## src/rtl/uart_rx_ctrl.sv

```systemverilog
// uart_rx_ctrl: receive-side controller for a UART receiver.
// Buffers received bytes (with their parity-error flag) in a show-ahead FIFO,
// flags dropped bytes with a sticky overflow bit, raises a one-cycle idle
// interrupt when queued data sits unread, and supplies the baud divider.
// Optional autobaud measurement is compiled in when UART_RX_AUTOBAUD_EN is
// defined; without it the divider is simply cfg_clk_div and rx is unused.
module uart_rx_ctrl #(
    parameter int CLK_DIV_WIDTH = 8,
    parameter int FIFO_AW       = 3,
    parameter int TMO_WIDTH     = 16
) (
    input  logic                     clk,
    input  logic                     resetb,
    input  logic                     enable,
    input  logic [CLK_DIV_WIDTH-1:0] cfg_clk_div,
    output logic [CLK_DIV_WIDTH-1:0] clk_div_out,
    input  logic                     rx,
    input  logic                     rx_re,
    input  logic                     rx_error,
    input  logic                     rx_busy,
    input  logic [7:0]               rx_data,
    input  logic                     rd_en,
    output logic [7:0]               rd_data,
    output logic                     rd_err,
    output logic                     empty,
    output logic                     full,
    output logic [FIFO_AW:0]         count,
    output logic                     overflow,
    input  logic                     overflow_clr,
    input  logic [TMO_WIDTH-1:0]     tmo_cycles,
    output logic                     idle_irq
`ifdef UART_RX_AUTOBAUD_EN
    ,
    input  logic                     ab_start,
    output logic                     ab_done,
    output logic                     ab_valid
`endif
);

    localparam int DEPTH = 2 ** FIFO_AW;
    localparam logic [FIFO_AW:0] FULL_CNT = (FIFO_AW + 1)'(DEPTH);

    // FIFO storage: {parity error, data byte}
    logic [8:0]           r_mem [DEPTH];
    logic [FIFO_AW-1:0]   r_wr_ptr;
    logic [FIFO_AW-1:0]   r_rd_ptr;
    logic [FIFO_AW:0]     r_count;
    logic                 r_overflow;
    logic [TMO_WIDTH-1:0] r_idle_cnt;
    logic                 r_idle_irq;

    logic                 w_ab_idle;
    logic                 w_wr_req;
    logic                 w_rd;
    logic                 w_wr;
    logic                 w_ovf_evt;
    logic [FIFO_AW:0]     w_count_next;
    logic [8:0]           w_head;
    logic                 w_idle_inc;
    logic [TMO_WIDTH-1:0] w_idle_cnt_inc;

    assign empty    = (r_count == '0);
    assign full     = (r_count == FULL_CNT);
    assign count    = r_count;
    assign overflow = r_overflow;
    assign idle_irq = r_idle_irq;

    // A pop only happens when there is something to pop; a write into a full
    // FIFO is allowed only when the same cycle frees a slot.
    assign w_wr_req  = rx_re && enable && w_ab_idle;
    assign w_rd      = rd_en && !empty;
    assign w_wr      = w_wr_req && (!full || w_rd);
    assign w_ovf_evt = w_wr_req && full && !w_rd;

    // Show-ahead head entry; forced to zero while nothing is queued
    assign w_head  = empty ? 9'd0 : r_mem[r_rd_ptr];
    assign rd_err  = w_head[8];
    assign rd_data = w_head[7:0];

    // Occupancy update from the accepted write/read pair
    always_comb begin
        w_count_next = r_count;
        case ({w_wr, w_rd})
            2'b10:   w_count_next = r_count + (FIFO_AW + 1)'(1);
            2'b01:   w_count_next = r_count - (FIFO_AW + 1)'(1);
            default: w_count_next = r_count;
        endcase
    end

    // FIFO array write port (no reset so it can map onto RAM)
    always_ff @(posedge clk) begin
        if (w_wr) begin
            r_mem[r_wr_ptr] <= {rx_error, rx_data};
        end
    end

    // Pointers and occupancy; pointers wrap naturally at 2**FIFO_AW
    always_ff @(posedge clk or negedge resetb) begin
        if (!resetb) begin
            r_wr_ptr <= '0;
            r_rd_ptr <= '0;
            r_count  <= '0;
        end else begin
            if (w_wr) r_wr_ptr <= r_wr_ptr + FIFO_AW'(1);
            if (w_rd) r_rd_ptr <= r_rd_ptr + FIFO_AW'(1);
            r_count <= w_count_next;
        end
    end

    // Sticky overflow; a fresh drop outranks a clear in the same cycle
    always_ff @(posedge clk or negedge resetb) begin
        if (!resetb) begin
            r_overflow <= 1'b0;
        end else if (w_ovf_evt) begin
            r_overflow <= 1'b1;
        end else if (overflow_clr) begin
            r_overflow <= 1'b0;
        end
    end

    // Idle counter runs only while data waits and the line is quiet; it stops
    // at tmo_cycles so the interrupt fires once per idle period.
    assign w_idle_inc     = !rx_busy && !empty && (tmo_cycles != '0) && (r_idle_cnt < tmo_cycles);
    assign w_idle_cnt_inc = r_idle_cnt + TMO_WIDTH'(1);

    // Idle counter and one-cycle timeout pulse
    always_ff @(posedge clk or negedge resetb) begin
        if (!resetb) begin
            r_idle_cnt <= '0;
            r_idle_irq <= 1'b0;
        end else if (rx_re || rx_busy) begin
            r_idle_cnt <= '0;
            r_idle_irq <= 1'b0;
        end else if (w_idle_inc) begin
            r_idle_cnt <= w_idle_cnt_inc;
            r_idle_irq <= (w_idle_cnt_inc == tmo_cycles);
        end else begin
            r_idle_irq <= 1'b0;
        end
    end

`ifdef UART_RX_AUTOBAUD_EN

    typedef enum logic [1:0] {
        AB_IDLE     = 2'd0,
        AB_WAIT_LOW = 2'd1,
        AB_MEASURE  = 2'd2
    } ab_state_t;

    ab_state_t                r_ab_state;
    ab_state_t                w_ab_state_next;
    logic                     w_ab_accept;
    logic                     r_rx_s1;
    logic                     r_rx_s2;
    logic [CLK_DIV_WIDTH-1:0] r_ab_cnt;
    logic [CLK_DIV_WIDTH-1:0] r_ab_div;
    logic                     r_ab_valid;
    logic                     r_ab_done;

    assign w_ab_idle   = (r_ab_state == AB_IDLE);
    assign ab_done     = r_ab_done;
    assign ab_valid    = r_ab_valid;
    assign clk_div_out = r_ab_valid ? r_ab_div : cfg_clk_div;

    // Two-flop synchroniser for the raw serial line (idles high)
    always_ff @(posedge clk or negedge resetb) begin
        if (!resetb) begin
            r_rx_s1 <= 1'b1;
            r_rx_s2 <= 1'b1;
        end else begin
            r_rx_s1 <= rx;
            r_rx_s2 <= r_rx_s1;
        end
    end

    // Autobaud state register
    always_ff @(posedge clk or negedge resetb) begin
        if (!resetb) begin
            r_ab_state <= AB_IDLE;
        end else begin
            r_ab_state <= w_ab_state_next;
        end
    end

    // Autobaud next state; a low pulse shorter than 2 cycles is a glitch
    always_comb begin
        w_ab_state_next = r_ab_state;
        w_ab_accept     = 1'b0;
        case (r_ab_state)
            AB_IDLE: begin
                if (ab_start) w_ab_state_next = AB_WAIT_LOW;
            end
            AB_WAIT_LOW: begin
                if (!r_rx_s2) w_ab_state_next = AB_MEASURE;
            end
            AB_MEASURE: begin
                if (r_rx_s2) begin
                    if (r_ab_cnt >= CLK_DIV_WIDTH'(2)) begin
                        w_ab_accept     = 1'b1;
                        w_ab_state_next = AB_IDLE;
                    end else begin
                        w_ab_state_next = AB_WAIT_LOW;
                    end
                end
            end
            default: w_ab_state_next = AB_IDLE;
        endcase
    end

    // Low-time counter: the falling-edge cycle counts as 1, saturates at all ones
    always_ff @(posedge clk or negedge resetb) begin
        if (!resetb) begin
            r_ab_cnt <= '0;
        end else if (r_ab_state == AB_WAIT_LOW && !r_rx_s2) begin
            r_ab_cnt <= CLK_DIV_WIDTH'(1);
        end else if (r_ab_state == AB_MEASURE && !r_rx_s2 && r_ab_cnt != '1) begin
            r_ab_cnt <= r_ab_cnt + CLK_DIV_WIDTH'(1);
        end
    end

    // Latched divider, valid flag and done pulse
    always_ff @(posedge clk or negedge resetb) begin
        if (!resetb) begin
            r_ab_div   <= '0;
            r_ab_valid <= 1'b0;
            r_ab_done  <= 1'b0;
        end else begin
            r_ab_done <= w_ab_accept;
            if (ab_start) begin
                r_ab_valid <= 1'b0;
            end else if (w_ab_accept) begin
                r_ab_valid <= 1'b1;
                r_ab_div   <= r_ab_cnt;
            end
        end
    end

`else

    logic w_unused_rx;

    assign w_ab_idle   = 1'b1;
    assign clk_div_out = cfg_clk_div;
    assign w_unused_rx = rx;

`endif

endmodule

```

## config.mk

```make
export PLATFORM = sky130hd
export DESIGN_NAME = uart_rx_ctrl
export DESIGN_NICKNAME = d
export VERILOG_FILES = /design/src/rtl/uart_rx_ctrl.sv
export SDC_FILE = /design/constraint.sdc
export NUM_CORES = 1
export LEC_CHECK = 0
export BUFFER_PORTS_ARGS = -buffer_cell sky130_fd_sc_hd__buf_2
export CORE_UTILIZATION = 50
export CTS_CLUSTER_DIAMETER = 150
export DETAILED_ROUTE_END_ITERATION = 8
export GPL_TIMING_DRIVEN = 0
export HOLD_SLACK_MARGIN = 0.05
export PLACE_DENSITY = 0.74
export SYNTH_ARGS = -nofsm -noshare
export SYNTH_HDL_FRONTEND = slang
export SYNTH_SLANG_ARGS = --single-unit
```

## constraint.sdc

```tcl
create_clock -name clk -period 2.1 [get_ports clk]
set_input_delay 0.105 -clock clk [delete_from_list [all_inputs] [get_ports clk]]
set_output_delay 0.105 -clock clk [all_outputs]
set_load 0.02 [all_outputs]
```

==> flow_metrics.env, run 1 <==
export IMPL_postSynthCellCount=406
export IMPL_number_of_iterations_in_the_first_detailed_routing_pass=5
export IMPL_combinational_family_with_the_most_area_after_synthesis="simple AND/OR/NAND/NOR gates"
export IMPL_clk_pin_slew_worst_paths_ns=0.10
export IMPL_track_usage=0.234
export IMPL_insertion_delay_ns=0.36
export IMPL_detail_route_vias_per_cell=5.80
export IMPL_power_internal_uw=4140
export IMPL_power_share_clock=0.197
export IMPL_synth_xor_area_frac=0.0455
export IMPL_cts_tree="built"
export IMPL_finalMaxSlewViolations=0
export IMPL_setup_reg_to_reg_worst_slack_ns=-0.22
export IMPL_antenna_found_initial=0
export IMPL_grt_start_max_net_pins=29
export IMPL_worstMarginPinSlew_ns=0.710
export IMPL_core_area_um2=9910
export IMPL_hold_path_class="in2reg"
export IMPL_synth_fa_ha_area_frac=0.0563
export IMPL_route_vias_total=3817
export IMPL_p_leak_uw=0.00265
export IMPL_wirelength_mm=12.6
export IMPL_floorplan_io_pins=66
export IMPL_final_hold_viol_count=0
export IMPL_period_needed_ns=2.32
export IMPL_status="complete, but fails checks"
export IMPL_placed_cell_count=595
export IMPL_power_combinational_fraction=0.401
export IMPL_synth_warnings=0
export IMPL_die_h_um=104
export IMPL_ys_seq_elements=100
export IMPL_synth_compound_gate_area_share=0.0736
export IMPL_finalClockSkew_ns=0.0140
export IMPL_place_hpwl_mm=7.88
export IMPL_critPathCaptureType="flop"
export IMPL_final_weighted_congestion_in_routability_driven_placement=0.848
export IMPL_route_detailed_drc=0
export IMPL_violations_in_the_final_reports="negative setup slack"
export IMPL_critical_path_max_fanout=5
export IMPL_fin_worst_hold_slack_ns=0.105
export IMPL_total_switching_power_uw=2220
export IMPL_rows=36
export IMPL_setup_ws_ns=-0.217
export IMPL_cp_required_ns=2.39
export IMPL_crit_type="reg2reg"
export IMPL_worstSetupStartpointType="flop"
export IMPL_vdd_ir_drop_worst_uv=615
export IMPL_grt_pass1_vias=3868
export IMPL_syn_nets=469
export IMPL_basic_gate_share_of_the_synthesized_area_counting_and_or_nand_and_nor_cells=0.120
export IMPL_fin_crit_sh=1.10
export IMPL_synthToLayoutAreaGrowth_pct=32.1
export IMPL_r2r_start="r_idle_cnt[1]"
export IMPL_crit_arrival_ns=2.60
export IMPL_cts_htree_levels=3
export IMPL_floorplan_initialDensity=0.525
export IMPL_hp_start="rd_en"
export IMPL_cellPowerDensity_nw_per_um2=927
export IMPL_die_width_um=104
export IMPL_worst_setup_path_startpoint="r_idle_cnt[1]"
export IMPL_mappedNetlistArea_um2=5200
export IMPL_max_cap_viol_count=0
export IMPL_synth_async_reset_ratio=0.280
export IMPL_cts_root_buf="sky130_fd_sc_hd__clkbuf_8"
export IMPL_portBuffers=56
export IMPL_ctsLongestPathBuffers=2
export IMPL_distinct_cell_type_count_after_synthesis=52
export IMPL_slew_headroom=0.527
export IMPL_grt_setup_unrepaired="yes"
export IMPL_routedWlPerCell_um=19.2
export IMPL_p_total_uw=6370
export IMPL_utilization=0.694
export IMPL_total_overflow_reported_by_the_global_router=0
export IMPL_global_route_wire_length_before_repair_mm=19.7
export IMPL_achievable_frequency_mhz=432
export IMPL_power_frac_seq=0.402
export IMPL_n_fill_cell=669
export IMPL_count_of_flip_flops_with_a_built_in_enable_after_synthesis=72
export IMPL_setup_violations=16
export IMPL_clock_sinks=100
export IMPL_avgSynthCellArea_um2=12.8
export IMPL_tritoncts_num_buffers=9
export IMPL_area_enclosed_by_the_die_boundary_um2=10800
export IMPL_post_synthesis_sequential_area_ratio=0.550
export IMPL_drive_gt1_frac=0.425
export IMPL_switching_share=0.349
export IMPL_ys_flop_type="sky130_fd_sc_hd__edfxtp_1"
export IMPL_antenna_cells=0
export IMPL_drtAntennaViolNets=0
export IMPL_detailedRoute_firstIterationViolations=249
export IMPL_nets=583
export IMPL_instances_no_fill=658
export IMPL_synth_mux_area_frac=0.108
==> cell usage in the layout (no fill, tap or decap), types with 12 or more instances in the layout <==
| cell | n |
|---|---|
| sky130_fd_sc_hd__edfxtp_1 | 72 |
| sky130_fd_sc_hd__buf_2 | 57 |
| sky130_fd_sc_hd__buf_4 | 38 |
| sky130_fd_sc_hd__inv_1 | 23 |
| sky130_fd_sc_hd__nand2_1 | 23 |
| sky130_fd_sc_hd__dfrtp_1 | 21 |
| sky130_fd_sc_hd__xnor2_1 | 20 |
| sky130_fd_sc_hd__ha_1 | 20 |
| sky130_fd_sc_hd__mux4_2 | 18 |
| sky130_fd_sc_hd__nor2_1 | 15 |
| sky130_fd_sc_hd__a21oi_2 | 13 |
| sky130_fd_sc_hd__dlygate4sd3_1 | 12 |
==> registers in the layout, summed over array words and instances, names as in the netlist <==
signal / cells
r_rd_ptr: 3
overflow: 1
idle_irq: 1
r_mem: 72
r_idle_cnt: 16
r_wr_ptr: 3
count: 4
==> stage by stage <==
| stage | setup TNS (ns) | worst slack (ns) | cell area (µm²) |
|---|---|---|---|
| 2_1_floorplan | -0.0559 | -0.0357 | 5220 |
| 3_3_place_gp | -21.18 | -0.395 | 5660 |
| 3_5_place_dp | -15.41 | -0.442 | 5680 |
| 4_1_cts | -9.66 | -0.254 | 6420 |
| 5_1_grt | -3.92 | -0.296 | 6870 |
| 6_report | -2.09 | -0.217 | 6870 |
==> routing by layer <==
metal,share of wire,global-route usage,vias up
met5,0,0,-
met4,0.015,0.0827,0
met3,0.059,0.0457,22
met2,0.53,0.398,124
met1,0.40,0.300,1900
li1,-,-,1771
==> area by class of cell <==
type	count	area, µm²	area share
inverters	24	90.1	0.0131
multi-input cells	257	2560	0.373
plain buffers	25	225	0.0328
clock inverters	7	83.8	0.0122
well taps	133	166	0.0242
clock buffers	9	124	0.0180
repair buffers	103	749	0.109
flip-flops and latches	100	2870	0.418
==> Yosys cell counts (5+ instances only) <==
cell,n,share of area
sky130_fd_sc_hd__nand2_1,24,0.017
sky130_fd_sc_hd__nor3_1,8,0.0077
sky130_fd_sc_hd__ha_1,21,0.051
sky130_fd_sc_hd__nor2_1,19,0.014
sky130_fd_sc_hd__xnor2_1,20,0.034
sky130_fd_sc_hd__nor4_1,6,0.0072
sky130_fd_sc_hd__o31ai_1,13,0.019
sky130_fd_sc_hd__a21oi_1,24,0.023
sky130_fd_sc_hd__mux2i_1,12,0.023
sky130_fd_sc_hd__nand3_1,14,0.013
sky130_fd_sc_hd__inv_1,24,0.017
sky130_fd_sc_hd__buf_4,11,0.016
sky130_fd_sc_hd__or4_1,12,0.017
sky130_fd_sc_hd__mux4_2,18,0.078
sky130_fd_sc_hd__clkbuf_1,9,0.0065
sky130_fd_sc_hd__xor2_1,7,0.012
sky130_fd_sc_hd__buf_2,5,0.0048
sky130_fd_sc_hd__dfrtp_1,28,0.13
sky130_fd_sc_hd__edfxtp_1,72,0.42
==> cell families (layout without fill, tap and decap cells) <==
kind of cell,Yosys count,after routing
AO/OA/AOI/OAI,59,60
XOR/XNOR,27,27
adder cells (fa/ha/maj),23,23
buffers and inverters,50,168
flip-flops,100,100
multiplexers,33,33
AND/OR/NAND/NOR,114,114
==> what timing repair did <==
| action | CTS | global route |
|---|---|---|
| cloned | 1 | 2 |
| endpoints found under the setup margin | 100 | 96 |
| pin swaps | 25 | 23 |
| gates resized for setup | 62 | 60 |
| hold endpoints to repair | 102 | 0 |
| hold buffers | 12 | 0 |
| setup buffers | 17 | 17 |
==> power by group through the flow <==
stage               clock network [µW]  logic, µW  registers, µW
floorplan                            0       1420           2540
global placement                     0       1980           2500
detailed placement                   0       2040           2530
CTS                               1280       2340           2490
global route                      1360       2730           2580
finish                            1250       2550           2560
==> path summary, 6_finish.rpt <==
kind | end | cells past startpoint
min in group asynchronous | r_idle_cnt[3] | 2
worst max register to register | r_idle_cnt[2] | 8
max in group asynchronous | r_idle_cnt[10] | 2
worst min register to register | overflow | 2
worst max-delay path | r_idle_cnt[2] | 8
worst min-delay path | r_rd_ptr[0] | 3
==> critical path: stages (launching register included) <==
cell,delay [ns]
sky130_fd_sc_hd__dfrtp_1,0.43
sky130_fd_sc_hd__ha_1,0.27
sky130_fd_sc_hd__nor2b_1,0.12
sky130_fd_sc_hd__o211ai_1,0.19
sky130_fd_sc_hd__a21oi_2,0.10
sky130_fd_sc_hd__buf_4,0.15
sky130_fd_sc_hd__o31a_1,0.32
sky130_fd_sc_hd__or4_4,0.51
sky130_fd_sc_hd__a21oi_2,0.15
No activity file was read; power rests on OpenSTA's default activity.
==> inputs of run 2 (changes only) <==
--- a/config.mk
+++ b/config.mk
@@ -15,3 +15,4 @@
 export SYNTH_ARGS = -nofsm -noshare
 export SYNTH_HDL_FRONTEND = slang
 export SYNTH_SLANG_ARGS = --single-unit
+export TNS_END_PERCENT = 1
==> run 2 against run 1 <==
  * The run still ends with negative setup slack left
  * Clock power barely moved
  * Design area fell by 8.8%
  * Clock skew rose by 0.0027 ns
  * Hold slack improved by 0.024 ns
  * Flip-flop and latch count did not move
  * Wire length fell by 7.8%
  * Sequential power fell by 2%
  * Via count fell by 4.2%
  * Sequential share of layout area rose by 4.0 points
  * Global-route usage fell by 1.1 points
  * Core utilization fell by 6.1 points
  * Maximum frequency fell by 2.5%
==> flow_metrics.env, run 2 (same netlist as run 1, synthesis figures left out) <==
export IMPL_cellPowerDensity_nw_per_um2=947
export IMPL_mostFrequentLayoutCells="sky130_fd_sc_hd__edfxtp_1 (72), sky130_fd_sc_hd__buf_2 (58), sky130_fd_sc_hd__inv_1 (24), sky130_fd_sc_hd__dfrtp_1 (23), sky130_fd_sc_hd__nand2_1 (22)"
export IMPL_final_weighted_congestion_in_routability_driven_placement=0.849
export IMPL_vdd_ir_drop_worst_uv=544
export IMPL_cp_required_ns=2.39
export IMPL_grt_pass1_vias=3674
export IMPL_setup_reg_to_reg_worst_slack_ns=-0.28
export IMPL_clock_sinks=100
export IMPL_total_overflow_reported_by_the_global_router=0
export IMPL_rows=36
export IMPL_crit_type="reg2reg"
export IMPL_finalClockSkew_ns=0.0167
export IMPL_portBuffers=56
export IMPL_nets=551
export IMPL_wirelength_mm=11.6
export IMPL_worstMarginPinSlew_ns=0.851
export IMPL_die_width_um=104
export IMPL_tritoncts_num_buffers=9
export IMPL_largest_register="r_mem"
export IMPL_final_hold_viol_count=0
export IMPL_floorplan_io_pins=66
export IMPL_number_of_iterations_in_the_first_detailed_routing_pass=5
export IMPL_routedWlPerCell_um=18.6
export IMPL_largest_register_ffs=72
export IMPL_drive_gt1_frac=0.318
export IMPL_cts_tree="built"
export IMPL_period_needed_ns=2.38
export IMPL_fin_crit_sh=1.13
export IMPL_ctsLongestPathBuffers=2
export IMPL_global_route_wire_length_before_repair_mm=18.7
export IMPL_place_hpwl_mm=7.79
export IMPL_antenna_found_initial=0
export IMPL_worst_path_most_repeated_cell="sky130_fd_sc_hd__a21oi_2"
export IMPL_critPathCaptureType="flop"
export IMPL_route_vias_total=3656
export IMPL_cts_root_buf="sky130_fd_sc_hd__clkbuf_8"
export IMPL_clk_pin_slew_worst_paths_ns=0.10
export IMPL_crit_chain="ha_4 > nor2b_1 > o211ai_1 > a21oi_2 > o31a_1 > buf_6 > or4_4 > a21oi_2"
export IMPL_detailedRoute_firstIterationViolations=293
export IMPL_count_of_buffer_and_inverter_cells_on_the_critical_path=1
export IMPL_insertion_delay_ns=0.37
export IMPL_hold_path_class="in2reg"
export IMPL_worst_path_dominant_cell_family="compound AO/OA/AOI/OAI gates"
export IMPL_drtAntennaViolNets=0
export IMPL_core_area_um2=9910
export IMPL_synthToLayoutAreaGrowth_pct=20.5
export IMPL_setup_ws_ns=-0.276
export IMPL_violations_in_the_final_reports="negative setup slack"
export IMPL_antenna_cells=0
export IMPL_p_total_uw=5930
export IMPL_critical_path_max_fanout=8
export IMPL_utilization=0.632
export IMPL_grt_setup_unrepaired="yes"
export IMPL_worstSetupStartpointType="flop"
export IMPL_most_common_cell_after_layout_fill_and_taps_aside="sky130_fd_sc_hd__edfxtp_1"
export IMPL_status="complete, but fails checks"
export IMPL_die_h_um=104
export IMPL_n_fill_cell=766
export IMPL_crit_arrival_ns=2.66
export IMPL_track_usage=0.223
export IMPL_p_leak_uw=0.00242
export IMPL_slew_headroom=0.428
export IMPL_detail_route_vias_per_cell=5.84
export IMPL_grt_start_max_net_pins=29
export IMPL_area_enclosed_by_the_die_boundary_um2=10800
export IMPL_max_cap_viol_count=0
export IMPL_crit_path_max_incr_delay_ns=0.48
export IMPL_floorplan_initialDensity=0.525
export IMPL_worst_path_max_delay_cell="sky130_fd_sc_hd__or4_4"
export IMPL_route_detailed_drc=0
export IMPL_finalMaxSlewViolations=0
export IMPL_setup_violations=21
export IMPL_achievable_frequency_mhz=421
export IMPL_cts_htree_levels=3
## run 2: changes by cell type in the layout (fill, tap and decap cells not counted), sizes merged
cell and delta:
o31a -1, inv +2, buf -31, clkinv -1, bufinv -1
## run 2: layer usage
metal | vias up | track usage | wire length, µm
met4 | 0 | 0.0633 | 156
met1 | 1816 | 0.293 | 4830
li1 | 1695 | - | -
met3 | 19 | 0.0307 | 573
met5 | - | 0 | 0
met2 | 126 | 0.387 | 6060
## run 2: path summary, 6_finish.rpt
check,startpoint,endpoint,depth (start not counted)
worst max-delay path,r_idle_cnt[1],r_idle_cnt[10],8
min in group asynchronous,resetb,r_idle_cnt[2],2
worst max register to register,r_idle_cnt[1],r_idle_cnt[10],8
worst min-delay path,enable,overflow,3
worst min register to register,count[3],count[3],1
max in group asynchronous,resetb,r_idle_cnt[13],2
## run 2: worst reg2reg max path, cell delays in order, from the launching register on
cell and delay [ns]:
sky130_fd_sc_hd__dfrtp_2 0.47, sky130_fd_sc_hd__ha_4 0.22, sky130_fd_sc_hd__nor2b_1 0.12, sky130_fd_sc_hd__o211ai_1 0.20
sky130_fd_sc_hd__a21oi_2 0.09, sky130_fd_sc_hd__o31a_1 0.40, sky130_fd_sc_hd__buf_6 0.18, sky130_fd_sc_hd__or4_4 0.48
sky130_fd_sc_hd__a21oi_2 0.14
## run 2: metrics by stage
step / setup TNS [ns] / setup WS, ns / hold slack, ns / std cells / area (µm²)
2_1_floorplan: -0.591 / -0.0744 / -0.191 / 406 / 5210
3_3_place_gp: -25.40 / -0.565 / 0.172 / 595 / 5650
3_5_place_dp: -15.69 / -0.438 / 0.175 / 595 / 5670
4_1_cts: -5.61 / -0.321 / 0.0676 / 626 / 6140
5_1_grt: -6.14 / -0.358 / 0.125 / 626 / 6270
6_report: -3.57 / -0.276 / 0.129 / 626 / 6270
## run 2: area by class of cell
type,count,area (µm²),share of cell area
inverters,24,90.1,0.0144
flip-flops and latches,100,2870,0.458
multi-input cells,256,2320,0.370
clock inverters,7,77.6,0.0124
plain buffers,26,198,0.0315
repair buffers,71,427,0.0681
well taps,133,166,0.0266
clock buffers,9,124,0.0198
## run 2: what timing repair did
| action | in CTS | in global routing |
|---|---|---|
| hold endpoints to repair | 102 | 0 |
| endpoints found under the setup margin | 88 | 96 |
| gates resized for setup | 34 | 30 |
| buffers inserted | 3 | 0 |
| pin swaps | 21 | 8 |
| hold buffers | 12 | 0 |
## run 2: report_power, final
group          leakage, µW  switching (µW)  internal, µW
sequential         0.00101             193          2330
clock             0.000100             753           476
combinational      0.00131            1200           980
total              0.00242            2150          3780
